<file path="config.mk">
export PLATFORM = sky130hd
export DESIGN_NAME = keypad_debounce_rpt
export DESIGN_NICKNAME = d
export VERILOG_FILES = /design/src/rtl/keypad_debounce_rpt.sv
export SDC_FILE = /design/constraint.sdc
export NUM_CORES = 1
export LEC_CHECK = 0
export CAP_MARGIN = 25
export CORE_MARGIN = 2
export CORE_UTILIZATION = 55
export CTS_CLUSTER_SIZE = 10
export DETAILED_ROUTE_END_ITERATION = 7
export HOLD_SLACK_MARGIN = 0.15
export PLACE_DENSITY = 0.79
export REMOVE_ABC_BUFFERS = 1
export SKIP_CTS_REPAIR_TIMING = 1
export SYNTH_ARGS = -nofsm -noshare
export SYNTH_HDL_FRONTEND = slang
export SYNTH_SLANG_ARGS = --single-unit
</file>
<file path="constraint.sdc">
create_clock -name clk -period 2.52 [get_ports clk]
set_input_delay 0.378 -clock clk [delete_from_list [all_inputs] [get_ports clk]]
set_output_delay 0.378 -clock clk [all_outputs]
set_load 0.05 [all_outputs]
</file>
<file path="src/rtl/keypad_debounce_rpt.sv">
// Keypad debouncer: qualifies a one-hot key press/release, commits the key
// on press or release (optionally with auto-repeat while held), and hands the
// code to the consumer through a one-entry valid/ready holding register.
module keypad_debounce_rpt #(
    parameter int unsigned WIDTH             = 16,
    parameter int unsigned PRESS_CYCLES      = 1000,
    parameter int unsigned RELEASE_CYCLES    = 1000,
    parameter bit          COMMIT_ON_RELEASE = 1'b1,
    parameter bit          REPEAT_EN         = 1'b0,
    parameter int unsigned REPEAT_DELAY      = 50000,
    parameter int unsigned REPEAT_PERIOD     = 10000
) (
    input  logic             clk,
    input  logic             rst,
    input  logic [WIDTH-1:0] keys_in,
    input  logic             key_ready,
    output logic [WIDTH-1:0] key_data,
    output logic             key_valid,
    output logic             key_drop,
    output logic             key_held,
    output logic [1:0]       state_dbg
);

    localparam int unsigned QualMax = (PRESS_CYCLES > RELEASE_CYCLES) ? PRESS_CYCLES
                                                                       : RELEASE_CYCLES;
    localparam int unsigned RptMax  = (REPEAT_DELAY > REPEAT_PERIOD) ? REPEAT_DELAY
                                                                      : REPEAT_PERIOD;
    localparam int unsigned CntW    = $clog2(QualMax + 1);
    localparam int unsigned RptW    = $clog2(RptMax + 1);

    localparam logic [CntW-1:0] PressLast  = CntW'(PRESS_CYCLES - 1);
    localparam logic [CntW-1:0] RelLast    = CntW'(RELEASE_CYCLES - 1);
    localparam logic [RptW-1:0] DelayLast  = RptW'(REPEAT_DELAY - 1);
    localparam logic [RptW-1:0] PeriodLast = RptW'(REPEAT_PERIOD - 1);

    // Auto-repeat only makes sense when keys commit on press.
    localparam bit RepeatOn = REPEAT_EN && !COMMIT_ON_RELEASE;

    typedef enum logic [1:0] {
        StIdle      = 2'b00,
        StPressQual = 2'b01,
        StHeld      = 2'b10,
        StRelQual   = 2'b11
    } state_e;

    state_e           state_q, state_d;
    logic [WIDTH-1:0] cap_q, cap_d;
    logic [CntW-1:0]  cnt_q, cnt_d;
    logic [RptW-1:0]  rpt_q, rpt_d;
    logic             rpt_first_q, rpt_first_d;
    logic             commit_q, commit_d;
    logic [WIDTH-1:0] commit_data_q, commit_data_d;
    logic [WIDTH-1:0] key_data_q, key_data_d;
    logic             key_valid_q, key_valid_d;
    logic             key_drop_q, key_drop_d;
    logic             one_hot;

    assign one_hot = (keys_in != '0) && ((keys_in & (keys_in - WIDTH'(1))) == '0);

    // Debounce FSM next-state, qualification counters and commit generation.
    always_comb begin
        state_d       = state_q;
        cap_d         = cap_q;
        cnt_d         = cnt_q;
        rpt_d         = rpt_q;
        rpt_first_d   = rpt_first_q;
        commit_d      = 1'b0;
        commit_data_d = commit_data_q;

        unique case (state_q)
            StIdle: begin
                if (one_hot) begin
                    cap_d   = keys_in;
                    cnt_d   = '0;
                    state_d = StPressQual;
                end
            end
            StPressQual: begin
                if (keys_in != cap_q) begin
                    state_d = StIdle;
                    cnt_d   = '0;
                end else if (cnt_q == PressLast) begin
                    state_d     = StHeld;
                    cnt_d       = '0;
                    rpt_d       = '0;
                    rpt_first_d = 1'b1;
                    commit_d    = !COMMIT_ON_RELEASE;
                end else begin
                    cnt_d = cnt_q + CntW'(1);
                end
            end
            StHeld: begin
                if (keys_in == cap_q) begin
                    if (RepeatOn) begin
                        // First repeat waits the long delay, later ones the period.
                        if (rpt_q == (rpt_first_q ? DelayLast : PeriodLast)) begin
                            commit_d    = 1'b1;
                            rpt_d       = '0;
                            rpt_first_d = 1'b0;
                        end else begin
                            rpt_d = rpt_q + RptW'(1);
                        end
                    end
                end else begin
                    state_d = StRelQual;
                    cnt_d   = '0;
                    rpt_d   = '0;
                end
            end
            StRelQual: begin
                if (keys_in == '0) begin
                    if (cnt_q == RelLast) begin
                        state_d  = StIdle;
                        cnt_d    = '0;
                        commit_d = COMMIT_ON_RELEASE;
                    end else begin
                        cnt_d = cnt_q + CntW'(1);
                    end
                end else if (keys_in == cap_q) begin
                    // Release bounce: back to held, repeat timing starts over.
                    state_d     = StHeld;
                    cnt_d       = '0;
                    rpt_d       = '0;
                    rpt_first_d = 1'b1;
                end else begin
                    cnt_d = '0;
                end
            end
            default: begin
                state_d = StIdle;
                cnt_d   = '0;
                rpt_d   = '0;
            end
        endcase

        if (commit_d) begin
            commit_data_d = cap_q;
        end
    end

    // One-entry holding register: accept a commit unless an unaccepted code blocks it.
    always_comb begin
        key_data_d  = key_data_q;
        key_valid_d = key_valid_q;
        key_drop_d  = 1'b0;
        if (commit_q) begin
            if (!key_valid_q || key_ready) begin
                key_data_d  = commit_data_q;
                key_valid_d = 1'b1;
            end else begin
                key_drop_d = 1'b1;
            end
        end else if (key_valid_q && key_ready) begin
            key_valid_d = 1'b0;
        end
    end

    // State and datapath registers with asynchronous reset.
    always_ff @(posedge clk or posedge rst) begin
        if (rst) begin
            state_q       <= StIdle;
            cap_q         <= '0;
            cnt_q         <= '0;
            rpt_q         <= '0;
            rpt_first_q   <= 1'b0;
            commit_q      <= 1'b0;
            commit_data_q <= '0;
            key_data_q    <= '0;
            key_valid_q   <= 1'b0;
            key_drop_q    <= 1'b0;
        end else begin
            state_q       <= state_d;
            cap_q         <= cap_d;
            cnt_q         <= cnt_d;
            rpt_q         <= rpt_d;
            rpt_first_q   <= rpt_first_d;
            commit_q      <= commit_d;
            commit_data_q <= commit_data_d;
            key_data_q    <= key_data_d;
            key_valid_q   <= key_valid_d;
            key_drop_q    <= key_drop_d;
        end
    end

    assign key_data  = key_data_q;
    assign key_valid = key_valid_q;
    assign key_drop  = key_drop_q;
    assign key_held  = (state_q == StHeld) || (state_q == StRelQual);
    assign state_dbg = state_q;

endmodule

</file>
==> qor.txt <==
Status = complete, no violations
Largest net degree at the start of global routing = 64
Max stage delay on crit path = 0.53 ns
Inserted Diodes = 0
Part of the power in registers = 0.469
# Max-Cap Violations = 0
CP max FO = 8
Area grow syn2layout = 35.2%
Yosys warns = 0
DR vias/cell = 5.64
Post-DR wirelength/cell = 17.1 um
Combinational power share = 0.066
Syn Inst Count = 251
Port bufs = 39
Number of synthesized register bits = 63
Max stage delay cell, worst path = clkdlybuf4s50_1
Peak supply drop = 0.338 mV
Switching Share = 0.209
Initial antenna violation count = 0
Vias in the first global route = 2320
CTS Buffer Depth = 2
Critical path arrival = 2.73 ns
# IOs = 40
P_leak = 2.11 nW
Most used cell, CP = buf_4
Switching power = 0.450 mW
GRT Util Overall = 0.235
CP cell instances = clkdlybuf4s50_1 > buf_4 > nor3_1 > and4_1 > nand2b_1 > a2111oi_4 > buf_4 > nand3_4 > clkbuf_16 > mux2_4
Buf/Inv on CP = 4
Worst setup EP type = register
Cell internal pwr = 1.71 mW
Die area = 6250 um^2
Setup TNS = 0 ns
Worst path required time = 2.75 ns
First-pass GRT wire length = 11.1 mm
Layout cells sized above 1 = 0.363
Grt ovf = 0
Final count of pins violating max slew = 0
Final period utilization = 0.993
CTS clk-pin slew, worst paths = 0.07 ns
Top_reg_cell synth = dfrtp_1
Die height = 79.0 um
Worst min-delay path class = in -> async
CTS tree = yes
Post-synth EDFFs = 0
Cell Rows = 27
Worst skew pair latency = 0.34 ns
Netlist Area Pre-Place = 3100 um^2
Post-Route WL = 6.88 mm
Initial DRT Pass Iterations = 4
Clock power share = 0.465
Post-synth top area share = 0.509
Crit path max-delay family = buffers and inverters
Remaining DRCs = 0
Die Width = 79.0 um
P per Cell Area = 515 nW/um^2
Synth area leader = dfrtp_1
Final HPWL DP = 4.64 mm
Min Tclk post-route = 2.50 ns
Final Util = 0.765
Highest clock rate = 399 MHz
Worst Tran Pin Value = 0.496 ns
Post-route antenna net violation count = 0
Post-synthesis async set-or-reset flop share = 1.00
Final nets = 347
Sequential share of the synthesized area = 0.509
Initial Util = 0.566
Setup Viol. Count Final = 0
Via count = 2274
Slew HR = 0.668
Hold_ws = 0.413 ns
Clock Sinks = 63
WS Path Type = in -> reg
GP Congestion = 0.925
Cts bufs inserted = 9
CTS Root Cell = clkbuf_8
Total power = 2.16 mW
Synth area leaders = dfrtp_1 (51%), mux2_2 (14%), mux2_4 (4.8%)
Final Hold Violating Endpoints = 0
Worst Clk Skew = 0.00994 ns
Core ar. = 5470 um^2
Synth unique cells = 47
CTS H-tree lvls = 3
Post-synthesis average cell area = 12.3 um^2
DR iter-0 viols = 160
Crit path launch type = input port
state kept, by name, indices dropped and copies added (netlist names):
signal         flops
cap_q             16
cnt_q             10
commit_data_q     16
commit_q           1
key_data          16
key_drop           1
key_valid          1
state_dbg          2
power by group through the flow:
stage / registers [mW] / logic, mW / clock network, mW
after floorplan: 1.03 / 0.0429 / 0
after global placement: 1.03 / 0.128 / 0
after detailed placement: 1.03 / 0.130 / 0
after CTS: 1.01 / 0.131 / 1.02
after global routing: 1.01 / 0.154 / 1.07
final: 1.01 / 0.142 / 1.00
stage by stage:
step	worst slack [ns]	std cells	cell area (um^2)
5_1_grt	-0.0309	403	4190
3_3_place_gp	-0.511	385	3800
3_5_place_dp	-0.558	385	3800
6_report	0.0165	403	4190
4_1_cts	-0.196	400	4030
2_1_floorplan	-0.0178	243	3060
path summary, 6_finish.rpt:
| kind | start | to | slack [ns] | cells after the start |
|---|---|---|---|---|
| max | keys_in[14] | cap_q[1] | 0.02 | 10 |
| min | rst | commit_data_q[12] | 0.41 | 3 |
| max reg2reg | cap_q[8] | cnt_q[9] | 0.38 | 6 |
| min reg2reg | commit_q | key_valid | 0.47 | 2 |
| max in group asynchronous | rst | key_data[7] | 1.80 | 3 |
| min in group clk | commit_q | key_valid | 0.47 | 2 |
per-layer routing:
metal  vias to the layer above  wire (um)  global-route usage
li1                       1085          -                   -
met1                      1126       3070               0.315
met2                        54       3390               0.365
met3                         9        299              0.0477
met4                         0        119               0.112
met5                         -          0                   0
synthesized netlist by cell type, types with 3 or more instances:
master and count:
or3_1 3, mux2_2 39, nor2b_1 3, nand4_1 4, dfrtp_1 63, or4_1 4
nand2_1 11, nor2_1 10, nor3_1 6, a21oi_1 6, inv_1 7, a211oi_1 3
nor4_1 7, mux2_4 10, nand2b_1 5, xor2_1 16, o21ai_0 3, nand3_1 6
clkbuf_1 7
kinds of logic (layout without fill, tap and decap cells):
group           Yosys count  in the layout  share of synthesized area
simple gates             73             73                      0.137
flops                    63             63                      0.509
mux                      49             49                      0.190
compound gates           33             33                     0.0909
xor+xnor                 16             16                     0.0453
buf+inv                  15             95                     0.0206
fa+ha+maj                 2              2                    0.00727
worst reg2reg max path: stages (launching register included):
cell      delay [ns]
dfrtp_1         0.41
xor2_1          0.19
nor4_2          0.35
nand4_1         0.18
o31a_1          0.35
or4_1           0.48
o211ai_1        0.09
final cells by class:
class,count,area [um^2]
multi-input combinational,173,1540
sequential,63,1580
clock buffer,12,165
fill,345,1290
timing repair buffer,73,721
inverter,7,26.3
tap,72,90.1
clock inverter,3,65.1
layout by cell type, fill, tap and decap left out, drive strengths merged, types with 4 or more instances in the layout:
master,n
buf,33
dlymetal6s2s,10
mux2,49
dfrtp,63
a21oi,6
nand2b,5
inv,7
nor4,7
clkdlybuf4s50,29
nor3,6
clkbuf,13
xor2,16
nand3,7
nand2,11
or4,5
nand4,4
nor2,10
Note: power is estimated with default switching activity, not from simulation.
==> variant 1 (same flow settings) <==
Set the parameter `COMMIT_ON_RELEASE` to 1'b0 (it was 1'b1).
--- a/src/rtl/keypad_debounce_rpt.sv
+++ b/src/rtl/keypad_debounce_rpt.sv
@@ -5,7 +5,7 @@
     parameter int unsigned WIDTH             = 16,
     parameter int unsigned PRESS_CYCLES      = 1000,
     parameter int unsigned RELEASE_CYCLES    = 1000,
-    parameter bit          COMMIT_ON_RELEASE = 1'b1,
+    parameter bit          COMMIT_ON_RELEASE = 1'b0,
     parameter bit          REPEAT_EN         = 1'b0,
     parameter int unsigned REPEAT_DELAY      = 50000,
     parameter int unsigned REPEAT_PERIOD     = 10000
Formal check against the unedited RTL: no difference found for any inputs over 10 cycles, from zero or initial values and one cycle with rst high; that may be too few to reach the edited logic, so the function may still have changed.
==> variant 1 against the unedited design <==
  * Synthesized area fell by 4.0%
  * Setup slack improved by 0.12 ns
  * Global-route usage fell by 1.7 points
  * Total power fell by 5.6%
  * Cell area fell by 6.6%
  * Fmax rose by 4.9%
  * Register-to-register slack got worse by 0.06 ns
  * Sequential power barely moved
  * Critical path depth fell by 2
  * Sequential cell count did not move
  * Sequential share of layout area rose by 2.7 points
  * Clock skew fell by 0.0025 ns
  * Wire length fell by 13%
  * Largest cell class unchanged
==> variant 1: results (changes against the unedited design) <==
- Outcome: completed (unchanged)
- Pin slew with the least headroom to its limit: 0.512 ns (was 0.496 ns)
- Final standard cell count with taps included and fillers excluded: 382 (was 403)
- Data arrival time of the worst path: 2.61 ns (was 2.73 ns)
- Maximum vdd ir drop: 0.000306 V (was 0.000338 V)
- Post-route clock skew: 0.00741 ns (was 0.00994 ns)
- Share of post-route cells with drive strength above 1: 0.337 (was 0.363)
- Commonest cells in the netlist: dfrtp_1 (63), mux2_2 (38), xnor2_1 (18) (was dfrtp_1 (63), mux2_2 (39), xor2_1 (16))
- All-layer global routing usage: 0.217 (was 0.235)
- Cell total after placement: 366 (was 385)
- Final net count: 327 (was 347)
- Seq/Total Area, Yosys: 0.531 (was 0.509)
- Detail-routed net length per standard cell: 15.7 µm (was 17.1 µm)
- Wire length of the first global-routing pass: 9990 µm (was 11100 µm)
- Post-detailed-placement cell area: 0.00361 mm² (was 0.00380 mm²)
- Longest individual stage delay on the worst path: 0.60 ns (was 0.53 ns)
- Post-Syn Instances: 237 (was 251)
- Routed via count: 2118 (was 2274)
- Post-detailed-placement half-perimeter wirelength: 4070 µm (was 4640 µm)
- Routability cong.: 0.805 (was 0.925)
- Warnings from Yosys: 0 (unchanged)
- Number of different library cells in the post-synthesis netlist: 45 (was 47)
- Kind of cell adding the most delay to the critical path: simple AND/OR/NAND/NOR gates (was buffers and inverters)
- Largest cells by area after synthesis: dfrtp_1 (53%), mux2_2 (14%), xnor2_1 (5.3%) (was dfrtp_1 (51%), mux2_2 (14%), mux2_4 (4.8%))
- Cell at the slowest stage of the critical path: or4_4 (was clkdlybuf4s50_1)
- P_leak: 1.88 nW (was 2.11 nW)
- Filler cell count: 319 (was 345)
- Starting DRT DRC Count: 104 (was 160)
- Worst slack at placement: -0.580 ns (was -0.558 ns)
-- variant 1: worst paths after layout --
| check | start | to | slack [ns] | cells after the start |
|---|---|---|---|---|
| min in group clk | keys_in[2] | cap_q[2] | 0.47 | 3 |
| max | keys_in[3] | cap_q[1] | 0.13 | 8 |
| max reg2reg | cap_q[6] | commit_data_q[7] | 0.32 | 7 |
| min | rst | key_data[14] | 0.42 | 3 |
| max in group asynchronous | rst | cnt_q[6] | 1.83 | 3 |
| min reg2reg | commit_q | key_valid | 0.48 | 2 |
-- variant 1: final cells by class --
type | instances | area share
inverter | 12 | 0.0115
sequential | 63 | 0.403
tap | 70 | 0.0224
multi-input combinational | 155 | 0.346
clock inverter | 5 | 0.0144
timing repair buffer | 66 | 0.164
clock buffer | 11 | 0.0387
-- variant 1: cell families after synthesis --
group / count (synthesis) / share of synthesized area
flip-flops: 63 / 0.531
AND/OR/NAND/NOR: 50 / 0.0973
multiplexers: 49 / 0.198
AO/OA/AOI/OAI: 34 / 0.0745
XOR/XNOR: 20 / 0.0589
buffers and inverters: 19 / 0.0328
adder cells (fa/ha/maj): 2 / 0.00800
-- variant 1: where the power goes --
| group | total, W | internal (W) | leakage (nW) | switching (W) |
|---|---|---|---|---|
| registers | 0.00101 | 0.00101 | 0.881 | 0.00000114 |
| logic | 0.000122 | 0.0000612 | 0.890 | 0.0000609 |
| clock network | 0.000900 | 0.000509 | 0.105 | 0.000392 |
-- variant 1: routing by layer --
metal  global-route usage  vias to the layer above  wire length [µm]
met5                    0                        -                 0
met4                0.102                        0               116
met3               0.0558                       13               259
met2                0.345                       53              2890
met1                0.279                     1056              2720
li1                     -                      996                 -
==> variant 2 (config.mk and constraints unchanged) <==
Made on the original files. `commit_data_q` no longer has a reset.
--- a/src/rtl/keypad_debounce_rpt.sv
+++ b/src/rtl/keypad_debounce_rpt.sv
@@ -164,7 +164,6 @@
             rpt_q         <= '0;
             rpt_first_q   <= 1'b0;
             commit_q      <= 1'b0;
-            commit_data_q <= '0;
             key_data_q    <= '0;
             key_valid_q   <= 1'b0;
             key_drop_q    <= 1'b0;
@@ -175,11 +174,14 @@
             rpt_q         <= rpt_d;
             rpt_first_q   <= rpt_first_d;
             commit_q      <= commit_d;
-            commit_data_q <= commit_data_d;
             key_data_q    <= key_data_d;
             key_valid_q   <= key_valid_d;
             key_drop_q    <= key_drop_d;
         end
+    end
+
+    always_ff @(posedge clk) begin
+        commit_data_q <= commit_data_d;
     end
 
     assign key_data  = key_data_q;
Formal check against the unedited RTL: same outputs for any inputs over 10 cycles, from zero or initial values and one cycle with rst high; that may be too few to reach the edited logic, so the function may still have changed.
==> variant 2 against the unedited design <==
  * The run now ends with negative setup slack left
  * Wire length shrank 4.8%
  * Highest routed layer unchanged
  * Sequential cell count is the same
  * Total power down 7.7%
  * Die area down 5.3%
  * Fmax shrank 2.9%
  * Cell area fell by 5.6%
  * Global-route usage fell by 0.38 points
  * Count of clock-buffer cells in the layout decreased by 2
  * Utilization increased by 0.84 points
  * Synthesized area down 5.6%
  * Critical path depth down 2
  * Setup slack lost 0.075 ns
==> variant 2: results (changes against the unedited design) <==
- Setup slack on the worst flop-to-flop path: 0.32 ns (was 0.38 ns)
- CP Launch Point: keys_in[7] (was keys_in[14])
- Final setup violating endpoints: 16 (was 0)
- R2R cell count: 7 (was 6)
- Share of post-route cells with drive strength above 1: 0.334 (was 0.363)
- Seq/Total Area, Yosys: 0.567 (was 0.509)
- Maximum vdd ir drop: 0.000368 V (was 0.000338 V)
- Commonest cells in the netlist: dfrtp_1 (47), mux2_2 (22), xor2_1 (17) (was dfrtp_1 (63), mux2_2 (39), xor2_1 (16))
- Endpoint of the most critical register-to-register path: cnt_q[7] (was cnt_q[9])
- Data arrival time of the worst path: 2.80 ns (was 2.73 ns)
- Routed wire length on met2: 3340 µm (was 3390 µm)
- Number of synthesized flops with an enable pin: 16 (was 0)
- Post-route clock skew: 0.00785 ns (was 0.00994 ns)
- Starting DRT DRC Count: 131 (was 160)
- Outcome: finished with violations (was completed)
- All-layer global routing usage: 0.231 (was 0.235)
- Wire length of the first global-routing pass: 10400 µm (was 11100 µm)
- Wire length on met1: 2750 µm (was 3070 µm)
- TNS Setup: -0.570 ns (was 0 ns)
- Power Internal: 0.00155 W (was 0.00171 W)
- Cell at the slowest stage of the critical path: or4_4 (was clkdlybuf4s50_1)
- Failing checks: negative setup slack
- Met3 layer usage reported by global route: 0.0600 (was 0.0477)
- Largest cells by area after synthesis: dfrtp_1 (40%), edfxtp_1 (16%), mux2_2 (8.5%) (was dfrtp_1 (51%), mux2_2 (14%), mux2_4 (4.8%))
- Met3 wirelength from detailed routing: 266 µm (was 299 µm)
- Worst setup path end: cap_q[13] (was cap_q[1])
- Worst setup slack after layout: -0.0590 ns (was 0.0165 ns)
- P_leak: 1.89 nW (was 2.11 nW)
- Type of the tightest min-delay check: in -> reg (was in -> async)
- Startpoint of the worst register-to-register path: cnt_q[1] (was cap_q[8])
- Number of global-route vias before repair: 2216 (was 2320)
- Post-detailed-placement half-perimeter wirelength: 4650 µm (was 4640 µm)
- Cell total after placement: 367 (was 385)
- Fraction of met1 tracks used by global routing: 0.264 (was 0.315)
- M2 GR Usage: 0.402 (was 0.365)
- Routed via count: 2176 (was 2274)
- Worst slack at placement: -0.747 ns (was -0.558 ns)
-- variant 2: power by group through the flow --
stage | sequential, W | clock (W) | combinational (W)
floorplan | 0.00106 | 0 | 0.0000349
global placement | 0.00107 | 0 | 0.000113
detailed placement | 0.00107 | 0 | 0.000116
CTS | 0.00105 | 0.000841 | 0.000117
global route | 0.00104 | 0.000894 | 0.000126
finish | 0.00105 | 0.000828 | 0.000116
-- variant 2: cell type report --
| type | instances | area, µm² |
|---|---|---|
| flip-flops and latches | 63 | 1660 |
| clock inverters | 6 | 61.3 |
| multi-input cells | 154 | 1280 |
| fillers | 320 | 1160 |
| well taps | 70 | 87.6 |
| clock buffers | 10 | 128 |
| repair buffers | 77 | 723 |
| inverters | 4 | 15.0 |
-- variant 2: worst min-delay path by stage --
stage	from	to	slack, ns
after floorplan	commit_q	key_valid	0.44
after global routing	keys_in[12]	cap_q[12]	0.39
after global placement	commit_q	key_valid	0.45
after CTS	rst	key_data[15]	0.42
final	keys_in[12]	cap_q[12]	0.40
after detailed placement	commit_data_q[9]	key_data[9]	0.47
-- variant 2: cells by family (layout without fill, tap and decap cells) --
kind of cell / Yosys count / in the layout / synth area share
buffers and inverters: 9 / 97 / 0.0175
AND/OR/NAND/NOR: 66 / 66 / 0.128
adder cells (fa/ha/maj): 2 / 2 / 0.00770
AO/OA/AOI/OAI: 37 / 37 / 0.0929
multiplexers: 32 / 32 / 0.136
flip-flops: 63 / 63 / 0.567
XOR/XNOR: 17 / 17 / 0.0509
-- variant 2: critical path: cells and delay by family --
kind / cells / cell delay, ns
AND/OR/NAND/NOR: 3 / 1.13
AO/OA/AOI/OAI: 2 / 0.61
buffers and inverters: 2 / 0.36
multiplexers: 1 / 0.30
